File: src/rtl/generador_pulsos_up_down_pkg.sv
`default_nettype none
// ============================================================================
// Module   : generador_pulsos_up_down_pkg
// Brief    : Shared FSM encodings and 100 MHz board timing defaults.
// Revision : 1.0
// ============================================================================
package generador_pulsos_up_down_pkg;

   typedef enum logic [1:0] {
      ST_IDLE   = 2'b00,
      ST_HOLD   = 2'b01,
      ST_REPEAT = 2'b10
   } estado_t;

   localparam int unsigned C_DEB_CYCLES    = 1000000;   // 10 ms
   localparam int unsigned C_REPEAT_DELAY  = 50000000;  // 0.5 s
   localparam int unsigned C_REPEAT_PERIOD = 10000000;  // 0.1 s
   localparam int unsigned C_CW            = 26;

endpackage
`default_nettype wire

File: src/rtl/generador_pulsos_up_down_if.sv
`default_nettype none
// ============================================================================
// Module   : generador_pulsos_up_down_if
// Brief    : Button inputs, counter enable pulses and debounced debug levels.
// Revision : 1.0
// ============================================================================
interface generador_pulsos_up_down_if;

   logic btn_up;
   logic btn_down;
   logic enUP;
   logic enDOWN;
   logic btn_up_db;
   logic btn_down_db;

   modport master (
      output btn_up, btn_down,
      input  enUP, enDOWN, btn_up_db, btn_down_db
   );

   modport slave (
      input  btn_up, btn_down,
      output enUP, enDOWN, btn_up_db, btn_down_db
   );

endinterface
`default_nettype wire

File: src/rtl/generador_pulsos_up_down_acondicionador_boton.sv
`default_nettype none
// ============================================================================
// Module   : acondicionador_boton
// Brief    : One button channel: 2-flop sync, debounce, hold-to-repeat FSM.
// Revision : 1.0
// ============================================================================
module acondicionador_boton
   import generador_pulsos_up_down_pkg::*;
#(
   parameter int unsigned DEB_CYCLES    = C_DEB_CYCLES,
   parameter int unsigned REPEAT_DELAY  = C_REPEAT_DELAY,
   parameter int unsigned REPEAT_PERIOD = C_REPEAT_PERIOD,
   parameter int unsigned CW            = C_CW
) (
   input  wire  clk,
   input  wire  reset,
   input  wire  btn_i,
   output logic pulse_o,
   output logic rep_o,
   output logic level_o
);

   localparam logic [CW-1:0] C_DEB_LAST = CW'(DEB_CYCLES - 1);
   localparam logic [CW-1:0] C_DELAY    = CW'(REPEAT_DELAY);
   localparam logic [CW-1:0] C_PERIOD   = CW'(REPEAT_PERIOD);
   localparam logic [CW-1:0] C_ONE      = CW'(1);

   logic          sync1_q, sync2_q;
   logic          stable_q, stable_d;
   logic          level_q;
   logic [CW-1:0] deb_cnt_q, deb_cnt_d;
   logic [CW-1:0] timer_q;
   logic          pulse_q, rep_q;
   estado_t       state_q;

   always_comb begin
      deb_cnt_d = '0;
      stable_d  = stable_q;
      if (sync2_q != stable_q) begin
         if (deb_cnt_q == C_DEB_LAST) begin
            stable_d = sync2_q;
         end else begin
            deb_cnt_d = deb_cnt_q + C_ONE;
         end
      end
   end

   // level_q delays the debounced level so it lines up with the first pulse
   always_ff @(posedge clk or negedge reset) begin
      if (!reset) begin
         sync1_q   <= 1'b0;
         sync2_q   <= 1'b0;
         stable_q  <= 1'b0;
         level_q   <= 1'b0;
         deb_cnt_q <= '0;
      end else begin
         sync1_q   <= btn_i;
         sync2_q   <= sync1_q;
         stable_q  <= stable_d;
         level_q   <= stable_q;
         deb_cnt_q <= deb_cnt_d;
      end
   end

   always_ff @(posedge clk or negedge reset) begin
      if (!reset) begin
         state_q <= ST_IDLE;
         timer_q <= '0;
         pulse_q <= 1'b0;
         rep_q   <= 1'b0;
      end else begin
         pulse_q <= 1'b0;
         rep_q   <= 1'b0;
         case (state_q)
            ST_IDLE: begin
               if (stable_q) begin
                  pulse_q <= 1'b1;
                  timer_q <= C_DELAY;
                  state_q <= ST_HOLD;
               end
            end
            ST_HOLD, ST_REPEAT: begin
               // release wins over a pulse due on the same cycle
               if (!stable_q) begin
                  state_q <= ST_IDLE;
               end else if (timer_q == C_ONE) begin
                  pulse_q <= 1'b1;
                  rep_q   <= 1'b1;
                  timer_q <= C_PERIOD;
                  state_q <= ST_REPEAT;
               end else begin
                  timer_q <= timer_q - C_ONE;
               end
            end
            default: state_q <= ST_IDLE;
         endcase
      end
   end

   assign pulse_o = pulse_q;
   assign rep_o   = rep_q;
   assign level_o = level_q;

endmodule
`default_nettype wire

File: src/rtl/generador_pulsos_up_down.sv
`default_nettype none
// ============================================================================
// Module   : generador_pulsos_up_down
// Brief    : Two conditioned button channels with up-priority arbitration.
// Revision : 1.0
// ============================================================================
module generador_pulsos_up_down
   import generador_pulsos_up_down_pkg::*;
#(
   parameter int unsigned DEB_CYCLES    = C_DEB_CYCLES,
   parameter int unsigned REPEAT_DELAY  = C_REPEAT_DELAY,
   parameter int unsigned REPEAT_PERIOD = C_REPEAT_PERIOD,
   parameter int unsigned CW            = C_CW
) (
   input wire clk,
   input wire reset,
   generador_pulsos_up_down_if.slave bus
);

   logic w_up_pulse, w_up_rep, w_up_level;
   logic w_dn_pulse, w_dn_rep, w_dn_level;
   logic w_both, w_up_ok, w_dn_ok;

   acondicionador_boton #(
      .DEB_CYCLES   (DEB_CYCLES),
      .REPEAT_DELAY (REPEAT_DELAY),
      .REPEAT_PERIOD(REPEAT_PERIOD),
      .CW           (CW)
   ) u_up (
      .clk    (clk),
      .reset  (reset),
      .btn_i  (bus.btn_up),
      .pulse_o(w_up_pulse),
      .rep_o  (w_up_rep),
      .level_o(w_up_level)
   );

   acondicionador_boton #(
      .DEB_CYCLES   (DEB_CYCLES),
      .REPEAT_DELAY (REPEAT_DELAY),
      .REPEAT_PERIOD(REPEAT_PERIOD),
      .CW           (CW)
   ) u_down (
      .clk    (clk),
      .reset  (reset),
      .btn_i  (bus.btn_down),
      .pulse_o(w_dn_pulse),
      .rep_o  (w_dn_rep),
      .level_o(w_dn_level)
   );

   // with both buttons held, auto-repeat is muted; up wins any collision
   assign w_both  = w_up_level & w_dn_level;
   assign w_up_ok = w_up_pulse & ~(w_up_rep & w_both);
   assign w_dn_ok = w_dn_pulse & ~(w_dn_rep & w_both);

   assign bus.enUP        = w_up_ok;
   assign bus.enDOWN      = w_dn_ok & ~w_up_ok;
   assign bus.btn_up_db   = w_up_level;
   assign bus.btn_down_db = w_dn_level;

endmodule
`default_nettype wire

File: src/flat_wrapper.sv
// flat-port wrapper written by rule: the top's interface ports become plain ports
module generador_pulsos_up_down_flat import generador_pulsos_up_down_pkg::*;
#(
   parameter int unsigned DEB_CYCLES    = C_DEB_CYCLES,
   parameter int unsigned REPEAT_DELAY  = C_REPEAT_DELAY,
   parameter int unsigned REPEAT_PERIOD = C_REPEAT_PERIOD,
   parameter int unsigned CW            = C_CW
)
  (clk, reset, bus_btn_up, bus_btn_down, bus_enUP, bus_enDOWN, bus_btn_up_db, bus_btn_down_db);
  generador_pulsos_up_down_if bus_i ();
  input wire clk;
  input wire reset;
  input wire logic [$bits(bus_i.btn_up)-1:0] bus_btn_up;
  input wire logic [$bits(bus_i.btn_down)-1:0] bus_btn_down;
  output wire logic [$bits(bus_i.enUP)-1:0] bus_enUP;
  output wire logic [$bits(bus_i.enDOWN)-1:0] bus_enDOWN;
  output wire logic [$bits(bus_i.btn_up_db)-1:0] bus_btn_up_db;
  output wire logic [$bits(bus_i.btn_down_db)-1:0] bus_btn_down_db;
  assign bus_i.btn_up = bus_btn_up;
  assign bus_i.btn_down = bus_btn_down;
  assign bus_enUP = bus_i.enUP;
  assign bus_enDOWN = bus_i.enDOWN;
  assign bus_btn_up_db = bus_i.btn_up_db;
  assign bus_btn_down_db = bus_i.btn_down_db;
  generador_pulsos_up_down #(.DEB_CYCLES(DEB_CYCLES), .REPEAT_DELAY(REPEAT_DELAY), .REPEAT_PERIOD(REPEAT_PERIOD), .CW(CW)) u_core (.clk(clk), .reset(reset), .bus(bus_i));
endmodule
File: config.mk
export PLATFORM = sky130hd
export DESIGN_NAME = generador_pulsos_up_down_flat
export DESIGN_NICKNAME = d
export VERILOG_FILES = /design/src/rtl/generador_pulsos_up_down_pkg.sv /design/src/rtl/generador_pulsos_up_down_if.sv /design/src/rtl/generador_pulsos_up_down_acondicionador_boton.sv /design/src/rtl/generador_pulsos_up_down.sv /design/src/flat_wrapper.sv
export SDC_FILE = /design/constraint.sdc
export NUM_CORES = 1
export LEC_CHECK = 0
export ABC_AREA = 1
export CAP_MARGIN = 30
export CORE_MARGIN = 2
export CORE_UTILIZATION = 49
export DETAILED_ROUTE_END_ITERATION = 6
export PLACE_DENSITY = 0.75
export SYNTH_ARGS = -nofsm -noshare
export SYNTH_HDL_FRONTEND = slang
export SYNTH_SLANG_ARGS = --single-unit
export TNS_END_PERCENT = 100
File: constraint.sdc
create_clock -name clk -period 1.46 [get_ports clk]
set_input_delay 0.146 -clock clk [delete_from_list [all_inputs] [get_ports clk]]
set_output_delay 0.146 -clock clk [all_outputs]
set_load 0.1 [all_outputs]
# Yosys cells after proc, flatten, opt, wreduce, memory -nomap -nowiden
# Index checks and enable logic that the tools add are counted.
[word_totals] ff_bits=120 in_bits=4 output_inout_bits=4
[op_classes] n_addsub=4 eq_ne=16 mux=30 bitwise=9 n_reduce_logical=12
[ops] cell="$mux 26" n=10
[ops] cell="$pmux 26 s2" n=2
[ops] cell="$add 26x1->26 const B" n=2
[ops] cell="$eq 26x1->1 const B" n=2
[ops] cell="$eq 26x20->1 const B" n=2
[ops] cell="$sub 26x1->26 const B" n=2
[ops] cell="$mux 2" n=6
[ops] cell="$mux 1" n=8
[ops] cell="$ne 2x2->1 const B" n=4
[ops] cell="$pmux 2 s2" n=2
[ops] cell="$reduce_and 2->1" n=4
[ops] cell="$and 1x1->1" n=6
[ops] cell="$ne 3x3->1 const B" n=2
[ops] cell="$reduce_and 3->1" n=2
[ops] cell="$eq 2x1->1 const B" n=2
[ops] cell="$eq 2x2->1 const B" n=2
[ops] cell="$logic_not 2->1" n=2
[ops] cell="$pmux 1 s2" n=2
[ops] cell="$reduce_bool 2->1" n=2
[ops] cell="$reduce_or 2->1" n=2
[ops] cell="$not 1->1" n=3
[ops] cell="$ne 1x1->1" n=2

# Depth between registers and ports, before layout
[logic_depth] depth_word=6 depth_mapped=12 ltp_nobuf=11

# Hierarchy
# From an unflattened synthesis, not the netlist that was laid out.
[unflattened] cells_unflattened=993 area_unflattened_um2=7354.6
[by_module_without_submodules] module="acondicionador_boton (u_core.u_down)" instances=1 cells_per_inst=494 area_per_inst_um2=3689.8 seq_area_each_um2=1501.4
[by_module_without_submodules] module="acondicionador_boton (u_core.u_up)" instances=1 cells_per_inst=493 area_per_inst_um2=3637.2 seq_area_each_um2=1501.4
[by_module_without_submodules] module="generador_pulsos_up_down" instances=1 cells_per_inst=6 area_per_inst_um2=27.5 seq_area_each_um2=0.0

# Least setup slack after synthesis
# OpenSTA, ideal clock, no wires.
[synth_timing] kind="register -> output" startpoint="register u_core.u_up.level_q (netlist: u_core.u_up.level_o)" endpoint="output port bus_enDOWN" t_arrival_ns=2.749 path_slack_ns=-1.435 path_stages_with_launch=5 path_cell_list="dfrtp_1 -> nand3_1 -> nand2_1 -> nand2_1 -> a31oi_1"
[synth_between] elab_chain_cells=6
[synth_rtl] item="start, declared" line="generador_pulsos_up_down_acondicionador_boton.sv:30" source="logic level_q;"
[synth_rtl] item="start signal, assigned" line="generador_pulsos_up_down_acondicionador_boton.sv:60" source="level_q <= stable_q;"
[synth_rtl] item="$and 1x1->1 (*)" line="generador_pulsos_up_down.sv:53" source="assign w_both = w_up_level & w_dn_level;"
[synth_rtl] item="$and 1x1->1" line="generador_pulsos_up_down.sv:54" source="assign w_up_ok = w_up_pulse & ~(w_up_rep & w_both);"
[synth_rtl] item="$not 1->1" line="generador_pulsos_up_down.sv:54"
[synth_rtl] item="$and 1x1->1" line="generador_pulsos_up_down.sv:54"
[synth_rtl] item="$not 1->1" line="generador_pulsos_up_down.sv:58" source="assign bus.enDOWN = w_dn_ok & ~w_up_ok;"
[synth_rtl] item="$and 1x1->1 (*)" line="generador_pulsos_up_down.sv:58"
[synth_rtl] item="end, declared" line="flat_wrapper.sv:16" source="output wire logic [$bits(bus_i.enDOWN)-1:0] bus_enDOWN;"
# Mark *: on every way between the ends. The rest lies on a longest branch, timed or not.

# Worst setup path in the final report
[layout_timing] startpoint="register u_core.u_up.timer_q[6]" endpoint="register u_core.u_up.timer_q[18]"
[layout_between] elab_chain_cells=4
[layout_rtl] item="start, declared" line="generador_pulsos_up_down_acondicionador_boton.sv:32" source="logic [CW-1:0] timer_q;"
[layout_rtl] item="start signal, assigned" line="generador_pulsos_up_down_acondicionador_boton.sv:92" source="timer_q <= timer_q - C_ONE;"
[layout_rtl] item="$sub 26x1->26 or $eq 26x1->1 (tied branches)" line="generador_pulsos_up_down_acondicionador_boton.sv:92, generador_pulsos_up_down_acondicionador_boton.sv:86"
[layout_rtl] item="$mux 26 (*)" line="generador_pulsos_up_down_acondicionador_boton.sv:86" source="end else if (timer_q == C_ONE) begin"
[layout_rtl] item="$mux 26 (*)" line="generador_pulsos_up_down_acondicionador_boton.sv:84" source="if (!stable_q) begin"
[layout_rtl] item="$pmux 26 s2 (*)" line="generador_pulsos_up_down_acondicionador_boton.sv:74" source="case (state_q)"
# Mark *: on every way between the ends. The rest lies on a longest branch, timed or not. The select of a mux whose other input is x is not followed.
# A chain may end at the register's enable or synchronous reset.

==> impl_metrics.tcl <==
set metrics [dict create \
    synth-simple-area-share_pct 40.1 \
    synth_common_cells "252 x nand2_1, 212 x nor2_1, 120 x dfrtp_1" \
    clock_path_buffers 2 \
    p_leak_nw 5.53 \
    finalWeightedCongestion 0.925 \
    clock.fmax_mhz 576 \
    final-setup-viol-count 86 \
    yosys.area.top_type_share_pct 42.8 \
    criticalPathCategory "flip-flop to flip-flop" \
    rsz0062_at_grt "yes" \
    synth_compound_area_share_pct 3.33 \
    r2r-start "u_core.u_up.timer_q[6]" \
    fp.dieW_um 124 \
    syn_inst 971 \
    ir_drop_mv 0.828 \
    wl_per_cell_um 18.5 \
    cts_tree "yes" \
    synth_top_family_by_area "simple AND/OR/NAND/NOR gates" \
    via_count 8029 \
    worst_pin_slew_ns 0.323 \
    synthFlopType "dfrtp_1" \
    antenna_found_initial 0 \
    crit_fanout 2 \
    hp-class "primary input to async pin" \
    grt_pass1_vias 7456 \
    rows 43 \
    finalWorstSetupSlack_ns -0.277 \
    via_per_inst 5.68 \
    final_util_pct 79.2 \
    synth_xor_area_share_pct 6.36 \
    hold_viol 0 \
    synth.most_common_cell "nand2_1" \
    diodes 0 \
    drtPass1Iterations 7 \
    numCtsBuffers 17 \
    io-pin-count 8 \
    avgSynthCellArea_um2 7.23 \
    synthTopCellsByArea "dfrtp_1 43%, nand2_1 13%, nor2_1 11%" \
    place_hpwl_um 13600 \
    dp.cells 1323 \
    grt_first_pass_wirelength_um 35200 \
    max_cap_violations 0 \
    powerDensity_nw_per_um2 664 \
    clkLatencyLatePin_ns 0.44 \
    core-area_um2 13900 \
    synthMuxAreaShare_pct 0 \
    synth_top_area_cell "dfrtp_1" \
    drive_above_1_share_pct 45.1 \
    ys_seq_area_share_pct 42.8 \
    synth_area_um2 7020 \
    finalCritPeriodShare_pct 119 \
    clk_pin_slew_ns 0.06 \
    ff2ff_setup_slack_ns -0.28 \
    start_kind "flip-flop" \
    slew_headroom_pct 78.5 \
    required_ns 1.78 \
    start_util_pct 50.4 \
    ys_types 33 \
    clkSinkCount 120 \
    min_period_ns 1.74 \
    yosysWarnings 0 \
    die-area_um2 15300 \
    drc 1 \
    grt.overflow.total 0 \
    stdcell_count 1413 \
    final_max_slew_viol_count 0 \
    finalClockSkew_ns 0.0143 \
    htreeDepth 4 \
    grt_max_degree 60 \
    cp_data_arrival_time_ns 2.06 \
    async_reset_ff_share_pct 100 \
    startpoint "u_core.u_up.timer_q[6]" \
    ant_nets 0 \
    synth_fa_ha_area_share_pct 1.78 \
    violations "DRC, setup timing" \
    track_usage_pct 29.5 \
    end_kind "flip-flop" \
    status "finished with violations" \
    syn_nets 985 \
    cts-root-buf "clkbuf_16" \
    synth_edf_count 0 \
    nets 1238 \
    dr.first_iter.drc_count 790 \
    area_growth_pct 57.1 \
    wirelength_um 26100 \
    synth-seq-cells 120 \
    die_h_um 124 \
    portBuffers 7 \
]
-- through the flow --
stage	hold WS, ns	worst slack, ns	setup TNS, ns	power, mW	cell area (µm²)
after detailed placement	0.0353	-0.289	-4.61	3.59	8730
after global routing	0.151	-0.299	-16.84	7.54	11000
after CTS	0.134	-0.216	-4.53	7.29	9850
after floorplan	-0.150	-0.151	-0.507	3.46	7110
after global placement	0.0313	-0.210	-1.68	3.58	8730
final	0.127	-0.277	-10.96	7.32	11000
-- cell families after synthesis --
kind of cell | after synthesis
and+or+nand+nor | 647
adders and majority gates | 10
buffers and inverters | 99
DFF | 120
xor gates and xnor gates | 51
AOI/OAI and AO/OA | 44
-- power by group --
part           leakage [nW]  switching, mW  internal, mW
logic                  3.63          0.126        0.0569
clock network         0.260           1.49          2.29
registers              1.64         0.0162          3.35
-- registers in the layout, indices dropped and copies added, names as in the netlist, 2 cells and up --
register	flops
u_core.u_down.timer_q	26
u_core.u_down.state_q	2
u_core.u_down.deb_cnt_q	26
u_core.u_up.timer_q	26
u_core.u_up.deb_cnt_q	26
u_core.u_up.state_q	2
-- what timing repair did --
item,in CTS,in global routing
resized for setup,127,253
endpoints found under the hold margin,120,0
buffers inserted,21,42
gates cloned,1,0
hold buffers,1,0
pin swaps,54,106
endpoints found under the setup margin,70,109
-- per-layer routing --
metal / global-route usage, % / wire length (µm)
met5: 0 / 0
met4: 13.4 / 1600
met3: 6.55 / 1710
met2: 49.4 / 12900
met1: 36.5 / 9890
-- placed cells by master, fill, tap and decap left out, types with 18 or more instances in the layout --
master	netlist	final
buf_4	0	198
nand2_1	252	189
nor2_1	212	125
inv_1	88	66
xor2_1	37	34
dfrtp_1	120	106
nand2_2	7	48
nor3_1	34	18
nor2_2	6	51
buf_6	0	30
nand4_1	23	23
nand2_4	0	21
nand3_1	85	59
nor2_4	5	48
nand3_2	3	20
inv_2	3	19
-- worst max-delay path, stage by stage, from the launching register on --
cell     delay, ns
dfrtp_1       0.41
nor2_2        0.27
buf_4         0.18
nand2_1       0.14
nor2_1        0.18
nand3_1       0.15
xor2_1        0.21
o21ai_2       0.08
-- final cells by class --
| class | count | area, µm² |
|---|---|---|
| Clock buffer | 23 | 488 |
| Sequential cell | 120 | 3030 |
| Tap cell | 180 | 225 |
| Multi-Input combinational cell | 753 | 4870 |
| Inverter | 92 | 367 |
| Fill cell | 804 | 2900 |
| Clock inverter | 5 | 25.0 |
| Timing Repair Buffer | 240 | 2030 |
-- final timing paths --
check                                      endpoint  cells after the start
min in group clk              u_core.u_down.sync1_q                      1
hold reg to reg               u_core.u_down.sync2_q                      0
setup / recovery            u_core.u_up.timer_q[18]                      7
max in group asynchronous  u_core.u_up.deb_cnt_q[2]                      3
hold / removal               u_core.u_up.timer_q[1]                      2
setup reg to reg            u_core.u_up.timer_q[18]                      7
(Power assumes the default switching activity.)
